**src/rtl/cache_fill_fsm_pkg.sv**
```systemverilog
// Shared constants, state encoding and address helpers for the cache fill engine.
package cache_fill_fsm_pkg;

  localparam int ADDR_WIDTH      = 16;
  localparam int DATA_WIDTH      = 16;
  localparam int WORDS_PER_BLOCK = 8;
  localparam int OFFSET_BITS     = 4;
  localparam int WORD_BYTES      = 2;
  localparam int CNT_WIDTH       = 4;

  typedef enum logic {
    FILL_IDLE   = 1'b0,
    FILL_ACTIVE = 1'b1
  } fill_state_e;

  // Block base address: the byte address with the in-block offset bits cleared.
  function automatic logic [ADDR_WIDTH-1:0] block_base(input logic [ADDR_WIDTH-1:0] addr);
    block_base = addr & ~ADDR_WIDTH'((1 << OFFSET_BITS) - 1);
  endfunction

  // Byte offset of word number cnt inside a block.
  function automatic logic [ADDR_WIDTH-1:0] word_offset(input logic [CNT_WIDTH-1:0] cnt);
    word_offset = ADDR_WIDTH'(cnt) * ADDR_WIDTH'(WORD_BYTES);
  endfunction

endpackage

```
**src/rtl/cache_fill_fsm_fill_counter.sv**
```systemverilog
// Small up-counter with synchronous clear and a terminal-count flag.
module fill_counter #(
  parameter int WIDTH    = 4,
  parameter int TERMINAL = 8
) (
  input  logic             clk,
  input  logic             rst,
  input  logic             clear,
  input  logic             enable,
  output logic [WIDTH-1:0] count,
  output logic             terminal
);

  logic [WIDTH-1:0] cnt_q;
  logic [WIDTH-1:0] cnt_d;

  // Clear wins over increment so a finishing fill can restart from zero.
  always_comb begin
    cnt_d = cnt_q;
    if (clear) begin
      cnt_d = '0;
    end else if (enable) begin
      cnt_d = cnt_q + WIDTH'(1);
    end
  end

  // Count register with synchronous reset.
  always_ff @(posedge clk) begin
    if (rst) begin
      cnt_q <= '0;
    end else begin
      cnt_q <= cnt_d;
    end
  end

  assign count    = cnt_q;
  assign terminal = (cnt_q == WIDTH'(TERMINAL));

endmodule

```
**src/rtl/cache_fill_fsm.sv**
```systemverilog
// Miss-handling engine: fetches an 8-word block from main memory, writes each
// returned word into the data array and finally writes the tag/valid entry.
module cache_fill_fsm
  import cache_fill_fsm_pkg::*;
(
  input  logic                  clk,
  input  logic                  rst,
  input  logic                  miss_detected,
  input  logic [ADDR_WIDTH-1:0] miss_address,
  input  logic [DATA_WIDTH-1:0] memory_data,
  input  logic                  memory_data_valid,
  output logic                  fsm_busy,
  output logic                  mem_read_en,
  output logic [ADDR_WIDTH-1:0] memory_address,
  output logic                  write_data_array,
  output logic                  write_tag_array,
  output logic [ADDR_WIDTH-1:0] fill_address,
  output logic [DATA_WIDTH-1:0] fill_data
);

  fill_state_e           state_q;
  fill_state_e           state_d;
  logic [ADDR_WIDTH-1:0] base_q;
  logic [ADDR_WIDTH-1:0] base_d;

  logic [CNT_WIDTH-1:0]  req_cnt;
  logic [CNT_WIDTH-1:0]  rsp_cnt;
  logic                  req_all_issued;
  logic                  rsp_is_last;
  logic                  cnt_clear;
  logic                  req_advance;
  logic                  rsp_accept;

  // Counts read requests issued; terminal once every word of the block is requested.
  fill_counter #(
    .WIDTH    (CNT_WIDTH),
    .TERMINAL (WORDS_PER_BLOCK)
  ) u_req_counter (
    .clk      (clk),
    .rst      (rst),
    .clear    (cnt_clear),
    .enable   (req_advance),
    .count    (req_cnt),
    .terminal (req_all_issued)
  );

  // Counts responses written; terminal means the next accepted response is the last word.
  fill_counter #(
    .WIDTH    (CNT_WIDTH),
    .TERMINAL (WORDS_PER_BLOCK - 1)
  ) u_rsp_counter (
    .clk      (clk),
    .rst      (rst),
    .clear    (cnt_clear),
    .enable   (rsp_accept),
    .count    (rsp_cnt),
    .terminal (rsp_is_last)
  );

  // State and block base registers.
  always_ff @(posedge clk) begin
    if (rst) begin
      state_q <= FILL_IDLE;
      base_q  <= '0;
    end else begin
      state_q <= state_d;
      base_q  <= base_d;
    end
  end

  // Next state: capture the block on a miss, return to idle after the last word lands.
  always_comb begin
    state_d   = state_q;
    base_d    = base_q;
    cnt_clear = 1'b0;
    case (state_q)
      FILL_IDLE: begin
        if (miss_detected) begin
          state_d   = FILL_ACTIVE;
          base_d    = block_base(miss_address);
          cnt_clear = 1'b1;
        end
      end
      FILL_ACTIVE: begin
        if (rsp_accept && rsp_is_last) begin
          state_d   = FILL_IDLE;
          cnt_clear = 1'b1;
        end
      end
      default: begin
        state_d   = FILL_IDLE;
        cnt_clear = 1'b1;
      end
    endcase
  end

  // Outputs: issue reads until all are out, write each in-order response, tag on the last.
  always_comb begin
    fsm_busy         = 1'b0;
    mem_read_en      = 1'b0;
    req_advance      = 1'b0;
    rsp_accept       = 1'b0;
    write_data_array = 1'b0;
    write_tag_array  = 1'b0;
    memory_address   = base_q + word_offset(req_cnt);
    fill_address     = base_q + word_offset(rsp_cnt);
    fill_data        = memory_data;
    if (state_q == FILL_ACTIVE) begin
      fsm_busy    = 1'b1;
      mem_read_en = !req_all_issued;
      req_advance = !req_all_issued;
      if (memory_data_valid && (rsp_cnt != req_cnt)) begin
        rsp_accept       = 1'b1;
        write_data_array = 1'b1;
        write_tag_array  = rsp_is_last;
      end
    end
  end

endmodule

```
**config.mk**
```make
export PLATFORM = sky130hd
export DESIGN_NAME = cache_fill_fsm
export DESIGN_NICKNAME = d
export VERILOG_FILES = /design/src/rtl/cache_fill_fsm_pkg.sv /design/src/rtl/cache_fill_fsm_fill_counter.sv /design/src/rtl/cache_fill_fsm.sv
export SDC_FILE = /design/constraint.sdc
export NUM_CORES = 1
export LEC_CHECK = 0
export CORE_MARGIN = 2
export CORE_UTILIZATION = 35
export CTS_CLUSTER_DIAMETER = 50
export DETAILED_ROUTE_END_ITERATION = 8
export PLACE_DENSITY = 0.76
export SYNTH_ARGS = -nofsm -noshare
export SYNTH_HDL_FRONTEND = slang
export SYNTH_SLANG_ARGS = --single-unit
```
**constraint.sdc**
```tcl
create_clock -name clk -period 5 [get_ports clk]
set_input_delay 1 -clock clk [delete_from_list [all_inputs] [get_ports clk]]
set_output_delay 1 -clock clk [all_outputs]
set_load 0.005 [all_outputs]
```
==> results.md <==
- For this design, the CTS-stage hold fixing added 0 buffers.
- The number of enable-type register cells in the synthesized netlist is 0.
- For this run, design rule violations remaining after detail routing come to 0.
- Clock tree synthesis inserted a total of 3 buffers.
- Relative to the synthesized area, the layout overhead comes to 26.7%.
- The half-perimeter wire length after detailed placement is 2440 µm.
- After filler insertion, the fill cell instance count of the layout stands at approximately 420.
- The proportion of power drawn by flip-flops and latches is 0.512.
- The combined global-route utilization of all metal layers is 0.135.
- The detailed router finished its first iteration with 52 violations.
- The floorplan has 23 rows.
- The largest voltage drop on the vdd net is about 86 µV.
- The remaining antenna violation count is 0.
- Of the total power, the share spent switching nets is 0.244.
- The number of antenna cells inserted is 0.
- The per-instance average area after synthesis is around 7.6 µm².
- The number of buffers inserted by post-CTS setup repair is 0.
- The worst path arrival time is 2.45 ns.
- Synthesis instantiated 28 different standard cells from the library.
- At the end of routability-driven placement, the weighted congestion stood at between 0.7 and 0.8.
- The depth of the CTS H-tree is 1.
- The net count of the finished layout is 255.
- The pin count of the biggest net entering global routing is 16.
- TritonCTS built the clock tree.
- The largest fanout on the critical path is 3.
- Of the total power, the clock network draws 0.298.
- For this block, the via count after detailed routing is 1236.
- In the final routed layout, each cell accounts on average for between 10 and 15 µm.
- The global-route wire length before repair is approximately 4800 µm.
- The cell-internal power is between 0.0002 and 0.0003 W.
- The initial antenna violation count is 0.
- The path type of the worst setup path is primary input to output port.
- The highest achievable clock rate is 0.290 GHz.
- The number of instances in the synthesized netlist is roughly 190.
- The data required time of the critical path is 4.00 ns.
- The most instantiated flip-flop cell in the synthesis netlist is sky130_fd_sc_hd__dfxtp_1.
- The transition time of the tightest slew-check pin is approximately 0.94 ns.
- The worst hold-check path type is flop to flop.
- In this run, post-CTS repair resized a total of 0 instances.
- The sequential share of the synthesized area is 0.292.
- In the finished design, the share of the clock period the worst path needs comes to 0.689.
- Counting tap cells, the placed design contains a total of ~260 instances.
- Wires add up to 3050 µm.
- The routed design could run at a clock period as short as 3.45 ns.
- The total negative slack is 0 ns.
- The ratio of routed vias to standard cells is about 4.7.
- For this configuration, the core starts out at a cell density of 0.363.
- Summed over all layers, the global routing overflow is 0.
- The mapped netlist covers about 0.0014 mm².
- The count of non-filler cells in the finished layout is ~260.
- For this design, the sink count on the clock tree is 21.
- The analysis attributes to cell leakage a power of roughly 0.73 nW.
- The die extent in x is between 60 and 70 µm.
- CTS placed an instance of sky130_fd_sc_hd__clkbuf_8 at the clock tree root.
- The final hold violation count is 0.
- The worst setup path is captured at an output port.
- The Yosys step of the flow raised 0 warnings.
- The largest buffer count on any clock path is 2.
- The worst-case hold slack is between 0.4 and 0.5 ns.
- The worst slew margin relative to its limit is 0.370.
- Counting flops with an async set or reset pin after synthesis yields a share of 0.
- After synthesis the netlist holds a flip-flop and latch count of 21.
- The final total power is roughly 0.00036 W.
- The floorplan step defined a core boundary enclosing just under 0.004 mm².
- The flow ran to the end, and the final reports show no timing, DRC or antenna violations.
- The die height is between 60 and 70 µm.
- The setup-violating endpoint count in the final report is 0.
- The power per cell area is 199 mW/mm².
- The final worst clock skew is slightly above 0.0009 ns.
- Setup repair after global routing left no endpoint under its margin.
- For this run, the detailed router's first-pass iteration total came to 4.
- After synthesis, the cell types taking the most area are sky130_fd_sc_hd__dfxtp_1, sky130_fd_sc_hd__buf_4, sky130_fd_sc_hd__nand2_1, sky130_fd_sc_hd__xor2_1, sky130_fd_sc_hd__xnor2_1.
- The number of port buffers is 49.
- The number of global-route vias before repair was approximately 1100.
- The tool flagged a number of max-cap violations equal to 0.
- The final number of max-transition violations is 0.
- The post-synthesis cell type with the largest combined area is sky130_fd_sc_hd__dfxtp_1.
- At the later pin of the worst-skew pair, clock insertion delay measures about 0.25 ns.
- After clock tree synthesis, the clock-pin slew on the worst setup and hold paths is 0.07 ns.
- For this design the total switching power over the nets is slightly below 0.00009 W.
- Of the total power, combinational logic draws 0.190.
- The number of ports placed on the die boundary is between 80 and 90.
- The die outline area is around 0.0046 mm².
- The share of post-route cells with drive strength above 1 is 0.0237.
- The top-area cell type share of the netlist area is 0.292.
- The category of the worst setup path launch point is a primary input.
-- sequential cells by signal, summed over array words and instances (netlist names) --
signal	flops
base_q	12
u_req_counter.count	4
u_rsp_counter.count	4
state_q	1
-- routing by layer --
| metal | global-route usage | wire, µm | vias up |
|---|---|---|---|
| met2 | 0.249 | 1440 | 47 |
| met5 | 0 | 0 | - |
| met3 | 0.0247 | 272 | 4 |
| li1 | - | - | 631 |
| met1 | 0.153 | 1310 | 554 |
| met4 | 0.0475 | 21 | 0 |
-- final timing paths --
kind	slack, ns	start	cells after the start	endpoint
max	1.55	memory_data_valid	5	write_tag_array
min	0.49	base_q[15]	2	base_q[15]
max reg2reg	3.19	state_q	4	u_req_counter.count[2]
min reg2reg	0.49	base_q[15]	2	base_q[15]
-- power groups by stage --
stage	Sequential (W)	Combinational, W	Clock, W
finish	0.000186	0.0000689	0.000108
global route	0.000187	0.0000767	0.000120
CTS	0.000185	0.0000702	0.000113
detailed placement	0.000189	0.0000699	0
global placement	0.000189	0.0000689	0
floorplan	0.000184	0.0000463	0
-- metrics by stage --
stage	instance area, µm²	utilization	setup WS (ns)
final	1830	0.460	1.55
after global routing	1830	0.460	1.46
after CTS	1830	0.460	1.53
after detailed placement	1780	0.449	1.55
after global placement	1780	0.449	1.53
after floorplan	1450	-	2.57
-- Yosys cell counts (2+ instances only) --
cell,number
sky130_fd_sc_hd__buf_4,24
sky130_fd_sc_hd__xor2_1,14
sky130_fd_sc_hd__ha_1,7
sky130_fd_sc_hd__a21oi_1,14
sky130_fd_sc_hd__xnor2_1,12
sky130_fd_sc_hd__buf_2,5
sky130_fd_sc_hd__or2_1,3
sky130_fd_sc_hd__o21ai_1,4
sky130_fd_sc_hd__mux2i_1,3
sky130_fd_sc_hd__or3_1,2
sky130_fd_sc_hd__clkbuf_1,3
sky130_fd_sc_hd__nand3_1,4
sky130_fd_sc_hd__inv_1,3
sky130_fd_sc_hd__dfxtp_1,21
sky130_fd_sc_hd__nor2_1,16
sky130_fd_sc_hd__nand4_1,5
sky130_fd_sc_hd__nand2_1,38
-- cell families after synthesis --
| group | Yosys count | synth area share |
|---|---|---|
| compound gates | 19 | 0.0694 |
| xor+xnor | 26 | 0.158 |
| fa+ha+maj | 7 | 0.0608 |
| buf+inv | 36 | 0.161 |
| flops | 21 | 0.292 |
| mux | 3 | 0.0208 |
| other cells | 1 | 0.00260 |
| simple gates | 76 | 0.235 |
-- worst max-delay path, stage by stage --
cell                              delay [ns]
sky130_fd_sc_hd__clkdlybuf4s50_1        0.45
sky130_fd_sc_hd__nand2_1                0.05
sky130_fd_sc_hd__a41o_1                 0.24
sky130_fd_sc_hd__nor2_1                 0.18
sky130_fd_sc_hd__clkdlybuf4s50_1        0.53
-- placed cells by master, fill, tap and decap left out --
cell type,synthesis,layout
sky130_fd_sc_hd__a21oi_1,14,14
sky130_fd_sc_hd__conb_1,1,2
sky130_fd_sc_hd__nor2_1,16,16
sky130_fd_sc_hd__nand2_1,38,38
sky130_fd_sc_hd__ha_1,7,7
sky130_fd_sc_hd__mux2i_1,3,3
sky130_fd_sc_hd__nand3b_1,1,1
sky130_fd_sc_hd__o21ai_1,4,4
sky130_fd_sc_hd__a41o_1,1,1
sky130_fd_sc_hd__or2_1,3,3
sky130_fd_sc_hd__xnor2_1,12,12
sky130_fd_sc_hd__clkinv_2,1,1
sky130_fd_sc_hd__clkdlybuf4s50_1,0,49
sky130_fd_sc_hd__nand3_1,4,4
sky130_fd_sc_hd__nand2b_1,1,1
sky130_fd_sc_hd__nor3b_1,1,1
sky130_fd_sc_hd__nor3_1,1,1
sky130_fd_sc_hd__or3_1,2,2
sky130_fd_sc_hd__clkbuf_8,0,3
sky130_fd_sc_hd__inv_1,3,3
sky130_fd_sc_hd__xor2_1,14,14
sky130_fd_sc_hd__and3_1,1,1
sky130_fd_sc_hd__clkbuf_1,3,1
sky130_fd_sc_hd__nand4_1,5,5
sky130_fd_sc_hd__nor2_2,1,1
sky130_fd_sc_hd__nand4b_1,1,1
sky130_fd_sc_hd__nor2b_1,1,1
sky130_fd_sc_hd__dfxtp_1,21,21
-- area by class of cell --
type / count / area (µm²) / share of cell area
inverter: 4 / 16.3 / 0.00890
sequential: 21 / 420 / 0.230
tap: 50 / 62.6 / 0.0342
clock buffer: 4 / 45.0 / 0.0247
multi-input combinational: 133 / 792 / 0.434
timing repair buffer: 49 / 490 / 0.268
No activity file was read; power rests on OpenSTA's default activity.
